File: src/rtl/cpu_pkg.sv
// Shared CPU definitions: the B opcode, the fetch queue entry layout and the
// branch-offset helper used by fetch's early decode.
package cpu_pkg;

  localparam logic [5:0] OPC_B = 6'b000101;
  localparam int CPU_ADDR_W = 64;

  typedef struct packed {
    logic [CPU_ADDR_W-1:0] pc;
    logic [31:0]           instr;
  } fetch_entry_t;

  // B immediate is a signed word offset; convert to a byte offset.
  function automatic logic [CPU_ADDR_W-1:0] sext26_shl2(input logic [25:0] imm);
    return {{(CPU_ADDR_W-28){imm[25]}}, imm, 2'b00};
  endfunction

endpackage

File: src/rtl/fetch_queue.sv
// Circular FIFO between fetch and decode. Flush empties it in one edge and
// takes priority over push and pop.
module fetch_queue #(
  parameter int DEPTH = 4,
  parameter int WIDTH = 96
) (
  input  logic                     clk,
  input  logic                     reset,
  input  logic                     push,
  input  logic                     pop,
  input  logic                     flush,
  input  logic [WIDTH-1:0]         wdata,
  output logic [WIDTH-1:0]         rdata,
  output logic [$clog2(DEPTH):0]   count
);

  localparam int PW = $clog2(DEPTH);
  localparam int CW = PW + 1;
  localparam logic [CW-1:0] FULL = CW'(DEPTH);

  logic [WIDTH-1:0] mem [DEPTH];
  logic [PW-1:0]    head;
  logic [PW-1:0]    tail;
  logic             pop_ok;
  logic             push_ok;

  // Self-protecting: a pop on empty or a push on full without pop is dropped.
  assign pop_ok  = pop && (count != '0);
  assign push_ok = push && ((count != FULL) || pop_ok);

  always_ff @(posedge clk) begin
    if (reset || flush) begin
      head  <= '0;
      tail  <= '0;
      count <= '0;
    end else begin
      if (push_ok) tail <= tail + PW'(1);
      if (pop_ok)  head <= head + PW'(1);
      count <= count + CW'(push_ok) - CW'(pop_ok);
    end
  end

  always_ff @(posedge clk) begin
    if (!reset && !flush && push_ok) mem[tail] <= wdata;
  end

  assign rdata = (count != '0) ? mem[head] : '0;

endmodule

File: src/rtl/fetch_stage.sv
// Instruction-fetch front end: PC register, next-PC selection with optional
// early B prediction, and a small queue of fetched {pc, instr} pairs for decode.
module fetch_stage
  import cpu_pkg::*;
#(
  parameter int ADDR_W         = 64,
  parameter int DEPTH          = 4,
  parameter int PREDICT_UNCOND = 1
) (
  input  logic                   clk,
  input  logic                   reset,
  output logic [ADDR_W-1:0]      imem_addr,
  input  logic [31:0]            imem_instr,
  input  logic                   redirect_valid,
  input  logic [ADDR_W-1:0]      redirect_target,
  output logic                   out_valid,
  input  logic                   out_ready,
  output logic [ADDR_W-1:0]      out_pc,
  output logic [31:0]            out_instr,
  output logic [$clog2(DEPTH):0] count
);

  localparam int CW = $clog2(DEPTH) + 1;
  localparam logic [CW-1:0] FULL = CW'(DEPTH);

  logic [ADDR_W-1:0]     pc;
  logic [ADDR_W-1:0]     pc_next;
  logic [CPU_ADDR_W-1:0] b_off;
  logic                  pop;
  logic                  push;
  logic                  is_b;
  fetch_entry_t          wr_entry;
  fetch_entry_t          rd_entry;

  assign imem_addr = pc;
  assign out_valid = (count != '0);
  assign pop       = out_valid && out_ready;
  assign push      = !redirect_valid && ((count < FULL) || pop);
  assign is_b      = (PREDICT_UNCOND != 0) && (imem_instr[31:26] == OPC_B);
  assign b_off     = sext26_shl2(imem_instr[25:0]);

  always_comb begin
    pc_next = pc;
    if (redirect_valid)
      pc_next = redirect_target;
    else if (push && is_b)
      pc_next = pc + b_off[ADDR_W-1:0];
    else if (push)
      pc_next = pc + ADDR_W'(4);
  end

  always_ff @(posedge clk) begin
    if (reset) pc <= '0;
    else       pc <= pc_next;
  end

  always_comb begin
    wr_entry       = '0;
    wr_entry.pc    = CPU_ADDR_W'(pc);
    wr_entry.instr = imem_instr;
  end

  // Redirect is the flush: wrong-path entries never survive the edge.
  fetch_queue #(
    .DEPTH(DEPTH),
    .WIDTH($bits(fetch_entry_t))
  ) u_queue (
    .clk   (clk),
    .reset (reset),
    .push  (push),
    .pop   (pop),
    .flush (redirect_valid),
    .wdata (wr_entry),
    .rdata (rd_entry),
    .count (count)
  );

  assign out_pc    = rd_entry.pc[ADDR_W-1:0];
  assign out_instr = rd_entry.instr;

endmodule
File: config.mk
export PLATFORM = sky130hd
export DESIGN_NAME = fetch_stage
export DESIGN_NICKNAME = d
export VERILOG_FILES = /design/src/rtl/cpu_pkg.sv /design/src/rtl/fetch_queue.sv /design/src/rtl/fetch_stage.sv
export SDC_FILE = /design/constraint.sdc
export NUM_CORES = 1
export LEC_CHECK = 0
export CORE_ASPECT_RATIO = 0.5
export CORE_MARGIN = 1
export CORE_UTILIZATION = 45
export CTS_BUF_LIST = sky130_fd_sc_hd__clkbuf_16
export CTS_CLUSTER_DIAMETER = 50
export DETAILED_ROUTE_END_ITERATION = 8
export PLACE_DENSITY_LB_ADDON = 0.12
export SYNTH_ARGS = -nofsm -noshare
export SYNTH_HDL_FRONTEND = slang
export SYNTH_SLANG_ARGS = --single-unit
File: constraint.sdc
create_clock -name clk -period 9.8 [get_ports clk]
set_input_delay 0.98 -clock clk [delete_from_list [all_inputs] [get_ports clk]]
set_output_delay 0.98 -clock clk [all_outputs]
set_load 0.005 [all_outputs]
# Word level (Yosys, flattened, before mapping)
# Memories as Yosys holds them, arrays and structs flattened. A register that Yosys moved wholly into a read port is not among the register bits.
# Index checks and enable logic that the tools add are counted.
# totals
mem_count	1
output_inout_bits	164
mem_bits_rw	384
regBits	71
input_bits	100
word_cells	36
# op_classes
reduce_logical	14
eq_ne	2
add_sub_neg	6
n_mux	8
order_cmp	1
# memory_table
name	words	width	read_ports	rd_clocked_by_memory_dff	write_ports	line	text
u_queue.mem	4	96	1	1	1	fetch_queue.sv:21	logic [WIDTH-1:0] mem [DEPTH];
# op_table
cell	count
64-bit 2-to-1 mux	3
96-bit 2-to-1 mux	1
64-bit by 3-bit adder with 64-bit output (second input constant)	1
64-bit adder	1
1-bit logical AND	7
6-bit by 3-bit == test with 1-bit output (second input constant)	1
3-bit nonzero test	2
2-bit by 1-bit adder with 2-bit output (second input constant)	2
2-bit 2-to-1 mux	2
3-bit by 1-bit adder with 3-bit output	1
1-bit logical OR	3
3-bit < comparator (second input constant)	1
3-bit inequality test (second input constant)	1
3-bit by 1-bit subtractor with 3-bit output	1
1-bit zero test	2
1-bit 2-to-1 mux	2

# Logic depth before layout (Yosys ltp)
# Gate-level depths: netlist (run 1).
# logic_depth
depth_word	8
ltp_mapped	18
mapped_depth_nobuf	14

# Hierarchy
# From an unflattened synthesis (run 1), not the netlist that was laid out.
# hier_totals
cells_unflattened	1625
area_unflattened_um2	21752.1
# by_module_without_submodules
module	seq_area_each_um2	cells_per_inst	area_each_um2	n_inst
fetch_queue	11711.2	657	14964.4	1
fetch_stage	1281.2	968	6787.8	1

# Worst setup path after synthesis (run 1)
# OpenSTA, ideal clock, no wires.
# synth_path
path_type	input to register
startpoint	input port out_ready
endpoint	register pc[43], in the netlist imem_addr[43]
path_slack_ns	5.110
t_arrival_ns	4.547
stages	18
setup_ns	0.143
path_buffers	5
t_required_ns	9.657
path_cell_list	nand2b_1 -> buf_2 -> and4_1 -> buf_4 -> buf_2 -> clkbuf_1 -> and2_1 -> ha_1 -> buf_4 -> nand4_2 -> or3_4 -> o221a_1 -> o211ai_2 -> o211a_4 -> nor3_2 -> or4b_4 -> a2111oi_1 -> a2111oi_2
# synth_between
elab_chain_cells	6
word_cells_on_any_way	7
cone_classes	mux: 2; reduce/logical: 5
# synth_lines
element	line	text
start, declared	fetch_stage.sv:17	input logic out_ready,
1-bit logical AND (*)	fetch_stage.sv:37	assign pop = out_valid && out_ready;
1-bit logical OR (*)	fetch_stage.sv:38	assign push = !redirect_valid && ((count < FULL) || pop);
1-bit logical AND (*)	fetch_stage.sv:38	
1-bit logical AND	fetch_stage.sv:46	else if (push && is_b)
64-bit 2-to-1 mux	fetch_stage.sv:46	
64-bit 2-to-1 mux	fetch_stage.sv:44	if (redirect_valid)
end signal, assigned	fetch_stage.sv:54	else pc <= pc_next;
end, declared	fetch_stage.sv:26	logic [ADDR_W-1:0] pc;
# Every way passes the cells marked *; elsewhere a longest branch is shown, timed or not.
# A chain may end at the register's enable or synchronous reset.

# Final worst setup path (run 1)
# layout_path
startpoint	input port out_ready
endpoint	register pc[52], in the netlist imem_addr[52]
# The elaborated chain is that of the path after synthesis.

==> flow_summary.ini, run 1 <==
[global_route]
largest_net_degree_at_the_start_of_global_routing = 70
grt_usage = 0.260
grt_pass1_wl_um = 95800
first_global_vias = 15225
grt_overflow_total = 0
antenna_violations_before_repair = 0

[hold_path]
hold_path_startpoint = u_queue.tail[1]$_SDFFE_PP0P_
worst_hold_path.num_cells = 2
hold_end = u_queue.tail[1]$_SDFFE_PP0P_
min_path_type = reg2reg

[sta]
max_slew.worst_pin.slew_ps = 1060
maxSlewViolCount = 0
max-slew-margin-rel = 0.284
report.final.hold_viol_count = 0
holdWs_ps = 510
layout_worst_path_cycle_share = 0.561
totalNegativeSetupSlack_ps = 0
rsz0062_at_grt = false
setup_viol = 0
timing.clock.skew_ps = 18.6
timing.fmax_ghz = 0.182
final_period_minus_worst_setup_slack_ps = 5490

[cells_and_area]
num-fill-cells = 3917
area_delta_synth_final_pct = 21.2
sequential_cell_area_um2 = 13000
fin_util = 0.556
final-instance-count-excl-fill = 2524
drive_gt1_frac = 0.118
layout.cells.most_common = sky130_fd_sc_hd__edfxtp_1
final_net_count = 1984
mostFrequentLayoutCells = sky130_fd_sc_hd__edfxtp_1, sky130_fd_sc_hd__clkdlybuf4s50_1, sky130_fd_sc_hd__and2_1
insertedDiodeCount = 0
multi_input_area_um2 = 8120

[flow_run]
timing.max_cap.violations = 0

[synthesis]
post_synth_num_cell_types = 90
synthFlopType = sky130_fd_sc_hd__edfxtp_1
synth.top_cells.by_area = sky130_fd_sc_hd__edfxtp_1, sky130_fd_sc_hd__mux4_2, sky130_fd_sc_hd__dfxtp_1, sky130_fd_sc_hd__and2_1, sky130_fd_sc_hd__nor2_1
synth_top_cell_by_area = sky130_fd_sc_hd__edfxtp_1
synth_enable_flop_cells = 384
mappedNetlistArea_um2 = 21600
yosys_warnings = 0
share_of_synthesized_registers_carrying_an_async_set_or_reset = 0
netlist_instances = 1630
synthesis.nets = 1763
ys_seq_area_frac = 0.601
synth.avg_cell_area_um2 = 13.3
number_of_flip_flops_and_latches_in_the_synthesized_netlist = 457
area_fraction_of_the_dominant_cell_type_after_synthesis = 0.534

[floorplanning]
die_height_um = 157
floorplan.die.width_um = 312
placement_rows = 56
floorplan_core_area_um2 = 47100
floorplan.io_pins = 264
dieArea_um2 = 49000
initial_utilization = 0.459

[place]
place.detailed.instances = 2444
globalplace.congestion = 0.909
dp.final_hpwl_um = 43000
io_buffer_count = 263

[power]
power_report.internal_total_uw = 3370
static-leakage-power_uw = 0.00864
p_clk_frac = 0.364
ir_drop_v = 0.000145
netSwitchingPower_uw = 1120
sw_frac_of_total = 0.250
share_seq_of_total_power = 0.501
power.share.combinational = 0.135
power_density_nw_per_um2 = 172

[routing]
detail_route.iter0.violations = 1227
drtAntennaViolNets = 0
detailedRoute.firstPassIterationCount = 5
detail_route.vias_per_cell = 5.94
vias_post_dr = 14999
drt-wirelength-per-cell_um = 25.3
post-route-drc-count = 0
routed_wirelength_um = 63900

[clocking]
ctsHoldBuffers = 0
cts-root-to-sink-buffers = 3
cts.sinks = 457
post_cts.repair.setup_buffers = 0
htree_num_levels = 2
clock_latency_ps = 580
cts_tree = yes
numCtsBuffers = 43
cts-root-buf = sky130_fd_sc_hd__clkbuf_16
register_clock_pin_slew_on_the_reported_worst_setup_and_hold_paths_ps = 70
ctsResizeCount = 0

[critical_path]
cp-startpoint = out_ready
r2r_start = u_queue.count[2]$_SDFF_PP0_
nature_of_the_critical_path_endpoint = flop
regToRegEndpoint = imem_addr[52]$_SDFFE_PP0N_
timing_worst_setup_path_type = in2reg
r2r_slack_ps = 4910
setup.worst_path.start_class = primary input
crit_required_ps = 10240
worst-endpoint-arrival_ps = 5940
crit_path_max_fanout = 39
rr_worst_depth = 16

[status]
outcome = completed
-- how the worst max path moves through the flow --
stage,endpoint,slack [ps]
2_1_floorplan,imem_addr[43]$_SDFFE_PP0N_,5110
3_3_place_gp,imem_addr[52]$_SDFFE_PP0N_,3980
3_5_place_dp,imem_addr[52]$_SDFFE_PP0N_,3820
4_1_cts,imem_addr[52]$_SDFFE_PP0N_,4420
5_1_grt,imem_addr[41]$_SDFFE_PP0N_,4070
6_report,imem_addr[52]$_SDFFE_PP0N_,4310
-- stage by stage --
| step | power (uW) | worst slack [ps] | area (um2) |
|---|---|---|---|
| 3_5_place_dp | 2910 | 3820 | 24800 |
| 3_3_place_gp | 2900 | 3980 | 24800 |
| 4_1_cts | 4540 | 4420 | 26200 |
| 6_report | 4490 | 4310 | 26200 |
| 5_1_grt | 4650 | 4070 | 26200 |
| 2_1_floorplan | 2550 | 5110 | 21600 |
-- critical path: stages --
cell                              delay [ps]
sky130_fd_sc_hd__clkdlybuf4s50_1         530
sky130_fd_sc_hd__nand2b_1                120
sky130_fd_sc_hd__buf_4                   450
sky130_fd_sc_hd__and4_1                  270
sky130_fd_sc_hd__buf_4                   360
sky130_fd_sc_hd__nand2b_1                110
sky130_fd_sc_hd__ha_1                    220
sky130_fd_sc_hd__fa_1                    430
sky130_fd_sc_hd__a21oi_1                 290
sky130_fd_sc_hd__o211ai_1                210
sky130_fd_sc_hd__a31oi_1                 450
sky130_fd_sc_hd__o211ai_1                210
sky130_fd_sc_hd__a41oi_2                 410
sky130_fd_sc_hd__a21oi_1                 120
sky130_fd_sc_hd__o32ai_1                 380
sky130_fd_sc_hd__mux2i_1                 230
sky130_fd_sc_hd__o211ai_1                110
-- power by group through the flow --
stage / logic, uW / clock network (uW) / registers [uW]
detailed placement: 611 / 0 / 2290
finish: 605 / 1640 / 2250
CTS: 615 / 1670 / 2250
floorplan: 293 / 0 / 2250
global route: 654 / 1740 / 2260
global placement: 611 / 0 / 2290
-- flip-flops by register name (all words and copies together) (netlist names), named ones only --
signal,count
imem_addr,64
u_queue.count,3
u_queue.head,2
u_queue.mem,384
u_queue.tail,2
-- area by class of cell --
type,count,area share
timing repair buffer,289,0.108
clock buffer,44,0.0421
tap,638,0.0305
multi-input combinational,1038,0.310
clock inverter,36,0.0101
sequential,457,0.497
inverter,22,0.00315
-- synthesized netlist by cell type (all sizes together), types with 31 or more instances --
library cell	number
edfxtp	384
and2	134
nor2	113
nand2	107
mux4	96
clkbuf	83
dfxtp	73
a21oi	67
o21ai	57
nand3	41
nor3	41
nand4	33
ha	31
-- cells by family after synthesis --
logic type / synth area share
buffers and inverters: 0.0246
muxes: 0.111
xor gates and xnor gates: 0.0154
DFF: 0.601
AOI/OAI and AO/OA: 0.0900
and+or+nand+nor: 0.138
adders and majority gates: 0.0203
-- routing by layer --
layer | vias to the layer above | wire length, um | global-route usage
met2 | 459 | 30000 | 0.419
met5 | - | 0 | 0
met4 | 0 | 1020 | 0.0514
met3 | 78 | 3520 | 0.0474
li1 | 6771 | - | -
met1 | 7691 | 29400 | 0.372
(Power assumes the default switching activity.)
==> run 2, diff against run 1 <==
- clock period: 9.8 -> 5.3 ns (I/O delays scaled with it)
==> run 2 against run 1 <==
Count of clock-buffer cells in the layout fell by 1. Final cell count increased by 0.52%. Design area increased by 0.46%. Clock skew is 6.8 ps higher. Die area stayed put. Core utilization up 0.26 points. Critical path depth shrank 2. Register-to-register slack lost 3900 ps. Sequential power is 85% higher. Total power is 82% higher. Highest routed layer unchanged.
==> flow_summary.ini, run 2 (same netlist as run 1, synthesis figures left out) <==
[critical_path]
crit_path_buffers_inverters = 2
nature_of_the_critical_path_endpoint = flop
timing_worst_setup_path_type = in2reg
critical_path.cell_chain = clkdlybuf4s50_1 -> nor2_1 -> and4_1 -> buf_4 -> and2_1 -> ha_1 -> a21oi_1 -> o21ai_0 -> o211ai_1 -> o211ai_1 -> a311oi_2 -> or3_1 -> mux2i_1 -> mux2i_1 -> a21oi_1
crit_family = compound AO/OA/AOI/OAI gates
critical-path-slowest-cell = sky130_fd_sc_hd__a311oi_2
crit_required_ps = 5740
crit_path_max_fanout = 18
worst-endpoint-arrival_ps = 5070
setup.worst_path.start_class = primary input
crit_path_max_incr_delay_ps = 740

[place]
io_buffer_count = 263
dp_slack_ps = 131
dp.final_hpwl_um = 43300
globalplace.congestion = 0.929

[cells_and_area]
register_ranked_first_by_flip_flop_count = u_queue.mem
layout.cells.most_common = sky130_fd_sc_hd__edfxtp_1
number_of_flip_flops_in_the_largest_register = 384
area_delta_synth_final_pct = 21.7
drive_gt1_frac = 0.121
mostFrequentLayoutCells = sky130_fd_sc_hd__edfxtp_1, sky130_fd_sc_hd__clkdlybuf4s50_1, sky130_fd_sc_hd__and2_1
insertedDiodeCount = 0
final_net_count = 1999

[floorplanning]
floorplan.io_pins = 264
placement_rows = 56
floorplan.die.width_um = 312
initial_utilization = 0.459
die_height_um = 157
floorplan_core_area_um2 = 47100
dieArea_um2 = 49000

[sta]
max-slew-margin-rel = 0.298
final_period_minus_worst_setup_slack_ps = 4630
setup_slack_ps = 675
max_slew.worst_pin.slew_ps = 1040
setup_viol = 0
totalNegativeSetupSlack_ps = 0
layout_worst_path_cycle_share = 0.873
report.final.hold_viol_count = 0
rsz0062_at_grt = false
timing.fmax_ghz = 0.216
maxSlewViolCount = 0
timing.clock.skew_ps = 25.3

[clocking]
post_cts.repair.setup_buffers = 0
cts.sinks = 457
clock_latency_ps = 580
cts-root-buf = sky130_fd_sc_hd__clkbuf_16
cts_tree = yes
ctsResizeCount = 0
ctsHoldBuffers = 0
numCtsBuffers = 43
htree_num_levels = 2
cts-root-to-sink-buffers = 3
register_clock_pin_slew_on_the_reported_worst_setup_and_hold_paths_ps = 70

[power]
static-leakage-power_uw = 0.00872
power_density_nw_per_um2 = 311
ir_drop_v = 0.000280
p_total_uw = 8190

[global_route]
first_global_vias = 15332
grt_pass1_wl_um = 95700
grt_overflow_total = 0
largest_net_degree_at_the_start_of_global_routing = 71
antenna_violations_before_repair = 1
grt_usage = 0.260

[status]
outcome = completed

[routing]
post-route-drc-count = 0
detailedRoute.firstPassIterationCount = 6
drtAntennaViolNets = 0
vias_post_dr = 15189
detail_route.vias_per_cell = 5.99
drt-wirelength-per-cell_um = 25.1
detail_route.iter0.violations = 1289
routed_wirelength_um = 63700

[flow_run]
timing.max_cap.violations = 0

[hold_path]
min_path_type = in2reg
==> run 2: cell count changes in the layout (fill, tap and decap cells not counted), sizes merged <==
cell / delta
buf: +15
bufinv: -1
clkbuf: -1
clkinv: -6
clkinvlp: -1
inv: +7
==> run 2: worst register-to-register path: cells and delay by family, from the launching register on <==
kind	cells	cell delay, ps
AOI/OAI and AO/OA	6	1780
and+or+nand+nor	4	1000
muxes	2	450
DFF	1	430
adders and majority gates	1	320
buffers and inverters	1	220
==> run 2: final timing paths <==
kind,from,to,slack (ps),depth (start not counted)
max,imem_instr[31],imem_addr[45]$_SDFFE_PP0N_,670,15
max reg2reg,u_queue.count[2]$_SDFF_PP0_,imem_addr[45]$_SDFFE_PP0N_,980,14
min,reset,u_queue.count[0]$_SDFF_PP0_,450,3
min reg2reg,u_queue.tail[1]$_SDFFE_PP0P_,u_queue.tail[1]$_SDFFE_PP0P_,500,2
==> run 2: area by class of cell <==
| cell class | instances | area (um2) |
|---|---|---|
| inverter | 22 | 82.6 |
| timing repair buffer | 304 | 3010 |
| sequential | 457 | 13000 |
| multi-input combinational | 1038 | 8120 |
| fill | 3944 | 20800 |
| tap | 638 | 798 |
| clock buffer | 43 | 1080 |
| clock inverter | 35 | 223 |
==> run 2: per-layer routing <==
layer / wire length (um) / part of all wire / track usage / vias to the layer above
li1: - / - / - / 6795
met1: 29400 / 0.46 / 0.375 / 7850
met2: 30100 / 0.47 / 0.421 / 462
met3: 2990 / 0.047 / 0.0344 / 82
met4: 1150 / 0.018 / 0.0598 / 0
met5: 0 / 0 / 0 / -
==> run 2: power by group <==
group          switching (uW)  internal (uW)
combinational             536            590
clock                    1370           1540
sequential                140           4020
total                    2040           6150
==> run 2: per-stage QoR <==
step	cell area (um2)	hold slack, ps	instances	utilization
2_1_floorplan	21600	465	1630	-
3_3_place_gp	25000	473	2459	0.531
3_5_place_dp	25000	488	2459	0.531
4_1_cts	26300	423	2537	0.559
5_1_grt	26300	445	2537	0.559
6_report	26300	449	2537	0.559
==> run 3, diff against run 2 <==
- CAP_MARGIN: default -> 20
==> results of run 3 <==
No change in the layout: final DEF, timing and power equal those of run 2.
